<file path="src/rtl/dmem_arbiter_if.sv">
// -----------------------------------------------------------------------------
// dmem_arbiter_if
//   Groups the three buses the dmem arbiter sits between: the core's M-stage
//   load/store port (cpu_*), the external requester (ext_*) and the
//   single-port data memory (mem_*).
//
//   Handshake rules:
//     - CPU side: the core presents cpu_req with its address and data. It must
//       hold the request unchanged while cpu_stall=1. The access takes place
//       in the first cycle that has cpu_req=1 and cpu_stall=0.
//     - EXT side: a beat transfers on a cycle with ext_valid & ext_ready.
//       ext_ready never depends on the beat's data. For an accepted read,
//       ext_rd is valid during the single-cycle ext_rvalid pulse on the next
//       cycle.
//     - MEM side: mem_rd is a combinational read of mem_a. The memory writes
//       on the posedge whenever mem_we=1.
//
//   Modports:
//     slave  - the arbiter. It receives the cpu/ext requests, drives the
//              responses and mem_*, and receives mem_rd.
//     master - the environment (core, ext requester, dmem).
// -----------------------------------------------------------------------------
interface dmem_arbiter_if #(
    parameter int ADDR_W = 32,
    parameter int DATA_W = 32
);
    logic              cpu_req;
    logic              cpu_we;
    logic [2:0]        cpu_mode;
    logic [ADDR_W-1:0] cpu_adrs;
    logic [DATA_W-1:0] cpu_wd;
    logic [DATA_W-1:0] cpu_rd;
    logic              cpu_stall;

    logic              ext_valid;
    logic              ext_lock;
    logic              ext_we;
    logic [2:0]        ext_mode;
    logic [ADDR_W-1:0] ext_adrs;
    logic [DATA_W-1:0] ext_wd;
    logic              ext_ready;
    logic [DATA_W-1:0] ext_rd;
    logic              ext_rvalid;

    logic [ADDR_W-1:0] mem_a;
    logic [DATA_W-1:0] mem_wd;
    logic              mem_we;
    logic [2:0]        mem_mode;
    logic [DATA_W-1:0] mem_rd;

    modport slave (
        input  cpu_req, cpu_we, cpu_mode, cpu_adrs, cpu_wd,
        output cpu_rd, cpu_stall,
        input  ext_valid, ext_lock, ext_we, ext_mode, ext_adrs, ext_wd,
        output ext_ready, ext_rd, ext_rvalid,
        output mem_a, mem_wd, mem_we, mem_mode,
        input  mem_rd
    );

    modport master (
        output cpu_req, cpu_we, cpu_mode, cpu_adrs, cpu_wd,
        input  cpu_rd, cpu_stall,
        output ext_valid, ext_lock, ext_we, ext_mode, ext_adrs, ext_wd,
        input  ext_ready, ext_rd, ext_rvalid,
        input  mem_a, mem_wd, mem_we, mem_mode,
        output mem_rd
    );
endinterface

</file>
<file path="src/rtl/dmem_arbiter.sv">
// -----------------------------------------------------------------------------
// dmem_arbiter
//   Shares the single-port dmem between the core's M-stage load/store port and
//   an external requester (program loader / debug DMA).
//
//   Arbitration:
//     - The CPU has priority in IDLE.
//     - The external side can lock ownership for a burst of up to BURST_MAX
//       beats. During the burst the core sees cpu_stall.
//
//   Optional feature (macro DMEM_ARB_FAIRNESS_EN):
//     A starvation counter forces a single ext beat after STARVE_MAX cycles in
//     which the ext side waited without a grant.
//
//   Ports:
//     clk              - clock; all state updates on posedge
//     reset            - synchronous, active-low
//     bus              - dmem_arbiter_if.slave (cpu_*, ext_*, mem_*)
//     o_dbg_state      - FSM state (0 = IDLE, 1 = EXT_BURST)
//     o_dbg_beat_cnt   - beats granted so far in the current locked burst
//     o_dbg_starve_cnt - ext starvation counter (zero when the feature is off)
// -----------------------------------------------------------------------------
module dmem_arbiter #(
    parameter int ADDR_W     = 32,
    parameter int DATA_W     = 32,
    parameter int BURST_MAX  = 4,
    parameter int STARVE_MAX = 8
) (
    input  logic                                               clk,
    input  logic                                               reset,
    dmem_arbiter_if.slave                                      bus,
    output logic                                               o_dbg_state,
    output logic [((BURST_MAX > 1) ? $clog2(BURST_MAX) : 1)-1:0] o_dbg_beat_cnt,
    output logic [$clog2(STARVE_MAX + 1)-1:0]                  o_dbg_starve_cnt
);
    localparam int BCNT_W = (BURST_MAX > 1) ? $clog2(BURST_MAX) : 1;
    localparam int SCNT_W = $clog2(STARVE_MAX + 1);
    localparam logic [BCNT_W-1:0] BEAT_LAST = BCNT_W'(BURST_MAX - 1);
    localparam bit BURST_EN = (BURST_MAX > 1);

    typedef enum logic {
        ST_IDLE  = 1'b0,
        ST_BURST = 1'b1
    } state_t;

    state_t             r_state, w_state_nxt;
    logic [BCNT_W-1:0]  r_beat_cnt, w_beat_nxt;
    logic               w_cpu_grant, w_ext_grant, w_force_ext;
    logic [ADDR_W-1:0]  w_mem_a;
    logic [DATA_W-1:0]  w_mem_wd;
    logic               w_mem_we;
    logic [2:0]         w_mem_mode;
    logic [DATA_W-1:0]  r_ext_rd;
    logic               r_ext_rvalid;

`ifdef DMEM_ARB_FAIRNESS_EN
    logic [SCNT_W-1:0] r_starve_cnt;

    // A pending-but-ungranted ext request ages. Any ext grant, or a dropped
    // ext_valid, clears the age.
    always_ff @(posedge clk) begin
        if (!reset) begin
            r_starve_cnt <= '0;
        end else if (!bus.ext_valid || w_ext_grant) begin
            r_starve_cnt <= '0;
        end else if (r_starve_cnt != SCNT_W'(STARVE_MAX)) begin
            r_starve_cnt <= r_starve_cnt + SCNT_W'(1);
        end
    end

    assign w_force_ext      = (r_starve_cnt == SCNT_W'(STARVE_MAX));
    assign o_dbg_starve_cnt = r_starve_cnt;
`else
    assign w_force_ext      = 1'b0;
    assign o_dbg_starve_cnt = '0;
`endif

    always_ff @(posedge clk) begin
        if (!reset) begin
            r_state    <= ST_IDLE;
            r_beat_cnt <= '0;
        end else begin
            r_state    <= w_state_nxt;
            r_beat_cnt <= w_beat_nxt;
        end
    end

    // Grant and next-state logic. Everything is gated off while reset is low,
    // so a burst that is interrupted by reset never produces a write.
    always_comb begin
        w_cpu_grant = 1'b0;
        w_ext_grant = 1'b0;
        w_state_nxt = r_state;
        w_beat_nxt  = r_beat_cnt;
        if (reset) begin
            if (w_force_ext && bus.ext_valid) begin
                // Forced fairness beat: a single beat only, and ext_lock is
                // ignored.
                w_ext_grant = 1'b1;
                w_state_nxt = ST_IDLE;
                w_beat_nxt  = '0;
            end else begin
                unique case (r_state)
                    ST_IDLE: begin
                        if (bus.cpu_req) begin
                            w_cpu_grant = 1'b1;
                        end else if (bus.ext_valid) begin
                            w_ext_grant = 1'b1;
                            if (BURST_EN && bus.ext_lock) begin
                                w_state_nxt = ST_BURST;
                                w_beat_nxt  = BCNT_W'(1);
                            end
                        end
                    end
                    ST_BURST: begin
                        if (bus.ext_valid) begin
                            w_ext_grant = 1'b1;
                            if (!bus.ext_lock || r_beat_cnt == BEAT_LAST) begin
                                w_state_nxt = ST_IDLE;
                                w_beat_nxt  = '0;
                            end else begin
                                w_beat_nxt  = r_beat_cnt + BCNT_W'(1);
                            end
                        end else begin
                            w_state_nxt = ST_IDLE;
                            w_beat_nxt  = '0;
                        end
                    end
                    default: begin
                        w_state_nxt = ST_IDLE;
                        w_beat_nxt  = '0;
                    end
                endcase
            end
        end
    end

    // Memory mux. With no grant the bus is driven to zero, so that a
    // requester that did not win can never cause a write.
    always_comb begin
        w_mem_a    = '0;
        w_mem_wd   = '0;
        w_mem_we   = 1'b0;
        w_mem_mode = 3'd0;
        if (w_cpu_grant) begin
            w_mem_a    = bus.cpu_adrs;
            w_mem_wd   = bus.cpu_wd;
            w_mem_we   = bus.cpu_we;
            w_mem_mode = bus.cpu_mode;
        end else if (w_ext_grant) begin
            w_mem_a    = bus.ext_adrs;
            w_mem_wd   = bus.ext_wd;
            w_mem_we   = bus.ext_we;
            w_mem_mode = bus.ext_mode;
        end
    end

    always_ff @(posedge clk) begin
        if (!reset) begin
            r_ext_rd     <= '0;
            r_ext_rvalid <= 1'b0;
        end else if (w_ext_grant && !bus.ext_we) begin
            r_ext_rd     <= bus.mem_rd;
            r_ext_rvalid <= 1'b1;
        end else begin
            r_ext_rvalid <= 1'b0;
        end
    end

    assign bus.mem_a      = w_mem_a;
    assign bus.mem_wd     = w_mem_wd;
    assign bus.mem_we     = w_mem_we;
    assign bus.mem_mode   = w_mem_mode;
    assign bus.cpu_rd     = bus.mem_rd;
    assign bus.cpu_stall  = reset & bus.cpu_req & ~w_cpu_grant;
    assign bus.ext_ready  = w_ext_grant;
    assign bus.ext_rd     = r_ext_rd;
    assign bus.ext_rvalid = r_ext_rvalid;

    assign o_dbg_state    = r_state;
    assign o_dbg_beat_cnt = r_beat_cnt;
endmodule
</file>
<file path="src/flat_wrapper.sv">
// flat-port wrapper written by rule: the top's interface ports become plain ports
module dmem_arbiter_flat 
#(
    parameter int ADDR_W     = 32,
    parameter int DATA_W     = 32,
    parameter int BURST_MAX  = 4,
    parameter int STARVE_MAX = 8
)
  (clk, reset, o_dbg_state, o_dbg_beat_cnt, o_dbg_starve_cnt, bus_cpu_req, bus_cpu_we, bus_cpu_mode, bus_cpu_adrs, bus_cpu_wd, bus_cpu_rd, bus_cpu_stall, bus_ext_valid, bus_ext_lock, bus_ext_we, bus_ext_mode, bus_ext_adrs, bus_ext_wd, bus_ext_ready, bus_ext_rd, bus_ext_rvalid, bus_mem_a, bus_mem_wd, bus_mem_we, bus_mem_mode, bus_mem_rd);
  dmem_arbiter_if #(.ADDR_W(ADDR_W), .DATA_W(DATA_W)) bus_i ();
  input  logic clk;
  input  logic reset;
  output logic o_dbg_state;
  output logic [((BURST_MAX > 1) ? $clog2(BURST_MAX) : 1)-1:0] o_dbg_beat_cnt;
  output logic [$clog2(STARVE_MAX + 1)-1:0] o_dbg_starve_cnt;
  input wire logic [$bits(bus_i.cpu_req)-1:0] bus_cpu_req;
  input wire logic [$bits(bus_i.cpu_we)-1:0] bus_cpu_we;
  input wire logic [$bits(bus_i.cpu_mode)-1:0] bus_cpu_mode;
  input wire logic [$bits(bus_i.cpu_adrs)-1:0] bus_cpu_adrs;
  input wire logic [$bits(bus_i.cpu_wd)-1:0] bus_cpu_wd;
  output wire logic [$bits(bus_i.cpu_rd)-1:0] bus_cpu_rd;
  output wire logic [$bits(bus_i.cpu_stall)-1:0] bus_cpu_stall;
  input wire logic [$bits(bus_i.ext_valid)-1:0] bus_ext_valid;
  input wire logic [$bits(bus_i.ext_lock)-1:0] bus_ext_lock;
  input wire logic [$bits(bus_i.ext_we)-1:0] bus_ext_we;
  input wire logic [$bits(bus_i.ext_mode)-1:0] bus_ext_mode;
  input wire logic [$bits(bus_i.ext_adrs)-1:0] bus_ext_adrs;
  input wire logic [$bits(bus_i.ext_wd)-1:0] bus_ext_wd;
  output wire logic [$bits(bus_i.ext_ready)-1:0] bus_ext_ready;
  output wire logic [$bits(bus_i.ext_rd)-1:0] bus_ext_rd;
  output wire logic [$bits(bus_i.ext_rvalid)-1:0] bus_ext_rvalid;
  output wire logic [$bits(bus_i.mem_a)-1:0] bus_mem_a;
  output wire logic [$bits(bus_i.mem_wd)-1:0] bus_mem_wd;
  output wire logic [$bits(bus_i.mem_we)-1:0] bus_mem_we;
  output wire logic [$bits(bus_i.mem_mode)-1:0] bus_mem_mode;
  input wire logic [$bits(bus_i.mem_rd)-1:0] bus_mem_rd;
  assign bus_i.cpu_req = bus_cpu_req;
  assign bus_i.cpu_we = bus_cpu_we;
  assign bus_i.cpu_mode = bus_cpu_mode;
  assign bus_i.cpu_adrs = bus_cpu_adrs;
  assign bus_i.cpu_wd = bus_cpu_wd;
  assign bus_cpu_rd = bus_i.cpu_rd;
  assign bus_cpu_stall = bus_i.cpu_stall;
  assign bus_i.ext_valid = bus_ext_valid;
  assign bus_i.ext_lock = bus_ext_lock;
  assign bus_i.ext_we = bus_ext_we;
  assign bus_i.ext_mode = bus_ext_mode;
  assign bus_i.ext_adrs = bus_ext_adrs;
  assign bus_i.ext_wd = bus_ext_wd;
  assign bus_ext_ready = bus_i.ext_ready;
  assign bus_ext_rd = bus_i.ext_rd;
  assign bus_ext_rvalid = bus_i.ext_rvalid;
  assign bus_mem_a = bus_i.mem_a;
  assign bus_mem_wd = bus_i.mem_wd;
  assign bus_mem_we = bus_i.mem_we;
  assign bus_mem_mode = bus_i.mem_mode;
  assign bus_i.mem_rd = bus_mem_rd;
  dmem_arbiter #(.ADDR_W(ADDR_W), .DATA_W(DATA_W), .BURST_MAX(BURST_MAX), .STARVE_MAX(STARVE_MAX)) u_core (.clk(clk), .reset(reset), .bus(bus_i), .o_dbg_state(o_dbg_state), .o_dbg_beat_cnt(o_dbg_beat_cnt), .o_dbg_starve_cnt(o_dbg_starve_cnt));
endmodule
</file>
<file path="config.mk">
export PLATFORM = sky130hd
export DESIGN_NAME = dmem_arbiter_flat
export DESIGN_NICKNAME = d
export VERILOG_FILES = /design/src/rtl/dmem_arbiter_if.sv /design/src/rtl/dmem_arbiter.sv /design/src/flat_wrapper.sv
export SDC_FILE = /design/constraint.sdc
export NUM_CORES = 1
export LEC_CHECK = 0
export ABC_CLOCK_PERIOD_IN_PS = 1520
export CAP_MARGIN = 10
export CORE_AREA = 8 8 118 120
export DETAILED_ROUTE_END_ITERATION = 8
export DIE_AREA = 0 0 126 128
export GPL_TIMING_DRIVEN = 1
export PLACE_DENSITY_LB_ADDON = 0.25
export SLEW_MARGIN = 20
export SYNTH_ARGS = -nofsm -noshare
export SYNTH_HDL_FRONTEND = slang
export SYNTH_SLANG_ARGS = --single-unit
</file>
<file path="constraint.sdc">
create_clock -name clk -period 1.52 [get_ports clk]
set_input_delay 0.152 -clock clk [delete_from_list [all_inputs] [get_ports clk]]
set_output_delay 0.152 -clock clk [all_outputs]
set_load 0.05 [all_outputs]
</file>
==> out/metrics.yaml <==
drt:
  antenna_left: 0
  num_vias: 3109
  first_iter_violations: 160
  viasPerCell: 4.429
  routed_wirelength_mm: 15.30
  wl_per_cell_um: 21.79
  detail_route.first_pass.iterations: 4
  drc_errors: 0
yosys:
  yosysMostFrequentCell: "a22o_1"
  synth.area.top_cells: "dfxtp_1 (30%), a22o_1 (25%), mux2i_1 (13%)"
  synth_cell_type_count: 21
  yosys-top-cells-count: "a22o_1 (68), buf_4 (41), dfxtp_1 (36), inv_1 (33), nand2_1 (33)"
  syn_area_um2: 2397
  yosys_warnings: 0
  synth-main-ff-cell: "dfxtp_1"
  synth-edff-count: 0
  avgSynthCellArea_um2: 8.655
  yosysTopAreaCell: "dfxtp_1"
  synth_top_area_share_pct: 30.06
  synthArstFlopShare_pct: 0
  syn_inst: 277
  synth.ff_latch_count: 36
  yosysSeqAreaShare_pct: 30.06
critical_path:
  r2r_setup_slack_ps: 270
  max_stage_delay_ps: 330
  cp.required_ps: 1370
  crit_top_cell: "buf_12"
  arrival_ps: 1570
  crit_slowest_cell: "dfxtp_4"
  worst_r2r_path_depth: 4
  worstPathMaxFanout: 23
  rr_startpoint: "u_core.o_dbg_state$_SDFF_PN0_"
  crit_path_cell_trace: "nand2b_4 > and3_4 > buf_12 > a22o_2 > buf_12"
  path_class: "reg2out"
  cp-start-kind: "flip-flop"
  worst_setup_path_end_kind: "primary output"
  r2r-end: "u_core.bus.ext_rd[16]$_SDFFE_PN0P_"
clock_tree:
  numCtsBuffers: 5
  cts_tree: "yes"
  cts_root_buffer: "clkbuf_16"
  cts.sinks: 36
  insertion_delay_ps: 280
  clock_path_buffers: 2
  clkTransAtPathRegs_ps: 50
  htree_levels: 2
floorplanning:
  initial_core_util_pct: 19.64
  dieArea_um2: 16130
  die_y_um: 128
  rows: 41
  pin_count: 315
  core_um2: 12210
  dieWidth_um: 126
placed_design:
  place_congestion: 0.9662
  placed_cell_area_um2: 6623
  port_buffers: 310
  hpwl_mm: 12.81
sta:
  slew_violations: 0
  finalSetupTns_ps: -12110
  period_share_pct: 113.2
  max_freq_mhz: 581.1
  hold_violations: 0
  setup-violations-final: 69
  setup_ws_ps: -200.8
  grt_setup_unrepaired: "true"
  fin_skew_ps: 4.720
  fin_crit_ps: 1721
grt:
  grt_overflow: 0
  grt_pass1_wl_mm: 21.83
  antenna_found_initial: 0
  grt_pass1_vias: 3291
  track_usage_pct: 17.71
  grt_max_degree: 36
run:
  max_cap_viol_count: 0
worst_hold_path:
  whs_path_depth: 4
  min-delay-start: "bus_ext_valid"
  hold_path.class: "in2reg"
  holdPathEnd: "u_core.o_dbg_beat_cnt[1]$_SDFFE_PN0P_"
layout:
  fillers: 1013
  n_antenna_cell: 0
  final_nets: 725
  areaGrowthSynthToFinish_pct: 192.1
  design_area_um2: 7003
  final_layout_size_suffix_gt1_share_pct: 42.21
pwr:
  powerDensity_nw_per_um2: 646.9
  power.leakage_uw: 0.003070
  ir_drop_v: 0.0005910
run_status:
  violations: "negative setup slack"
  status: "finished with violations"
-- worst max-delay path, delay by kind of cell, from the launching register on --
family	cells	cell delay, ps
compound gates	1	290
buf+inv	2	330
flops	1	330
simple gates	2	330
-- state kept, by name, summed over array words and instances, names as in the netlist --
signal and flops:
u_core.bus.ext_rd 32, u_core.bus.ext_rvalid 1, u_core.o_dbg_beat_cnt 2, u_core.o_dbg_state 1
-- power breakdown --
| part | total [uW] | internal [uW] | leakage, uW | switching (uW) |
|---|---|---|---|---|
| Clock | 1040 | 653 | 0.0000701 | 383 |
| Sequential | 1000 | 981 | 0.000295 | 20.0 |
| Combinational | 2490 | 1280 | 0.00270 | 1220 |
-- metal layers --
layer,global-route usage (%),share of wire [%],up-vias
li1,-,-,1482
met1,19.38,37,1447
met5,0,0,-
met3,6.739,9.7,10
met2,31.71,52,170
met4,4.105,1.3,0
-- cell type report --
type                            count  area, um2  area share, %
Tap cell                          150      187.7          2.680
Multi-Input combinational cell    152       1554          22.19
Inverter                           33      123.9          1.769
Timing Repair Buffer              323       4260          60.84
Sequential cell                    36      726.9          10.38
Clock inverter                      1      7.507         0.1072
Clock buffer                        7      142.6          2.037
-- cells by family (layout without fill, tap and decap cells) --
group | Yosys count | count (layout) | share of synthesized area, %
other | 1 | 4 | 0.1564
buffers and inverters | 92 | 364 | 21.92
multiplexers | 32 | 32 | 13.36
AO/OA/AOI/OAI | 71 | 71 | 25.89
AND/OR/NAND/NOR | 44 | 44 | 8.090
flip-flops | 36 | 36 | 30.06
adder cells (fa/ha/maj) | 1 | 1 | 0.5218
-- per-stage QoR --
stage | total power, uW | util [%] | hold slack [ps] | cells | setup WS, ps
after floorplan | 2145 | - | 287.6 | 280 | -33.34
after global placement | 3442 | 54.24 | 442.4 | 689 | -267.4
after detailed placement | 3456 | 54.24 | 448.9 | 689 | -258.4
after CTS | 4562 | 56.59 | 458.5 | 701 | -207.4
after global routing | 4692 | 57.36 | 437.8 | 702 | -240.1
final | 4530 | 57.36 | 387.8 | 702 | -200.8
-- how the worst max path moves through the flow --
stage | endpoint | depth (start not counted) | slack (ps) | start
after global routing | bus_mem_a[22] | 5 | -240 | u_core.o_dbg_state$_SDFF_PN0_
after CTS | bus_mem_mode[2] | 5 | -210 | u_core.o_dbg_state$_SDFF_PN0_
after global placement | bus_mem_a[8] | 6 | -270 | reset
after detailed placement | bus_mem_a[22] | 6 | -260 | bus_cpu_req
final | bus_mem_a[22] | 5 | -200 | u_core.o_dbg_state$_SDFF_PN0_
after floorplan | bus_mem_mode[0] | 5 | -30 | u_core.o_dbg_state$_SDFF_PN0_
-- timing repair --
| item | CTS | global route |
|---|---|---|
| cloned | 2 | 1 |
| pin swaps | 1 | 2 |
| buffers inserted | 2 | 1 |
| setup endpoints to repair | 68 | 69 |
| hold buffers | 0 | 0 |
| resized for setup | 12 | 13 |
-- layout by cell type, fill, tap and decap left out, drive strengths merged --
| cell type | instances |
|---|---|
| o21a | 1 |
| nand3b | 1 |
| nor2 | 3 |
| and4b | 2 |
| ha | 1 |
| clkinvlp | 1 |
| dfxtp | 36 |
| conb | 4 |
| a32oi | 1 |
| and3 | 1 |
| nand2 | 33 |
| buf | 150 |
| o31a | 1 |
| dlymetal6s2s | 1 |
| clkbuf | 8 |
| clkdlybuf4s50 | 169 |
| nor2b | 3 |
| mux2i | 32 |
| nand2b | 1 |
| a22o | 68 |
| dlygate4sd2 | 2 |
| inv | 33 |
No activity file was read; power rests on OpenSTA's default activity.
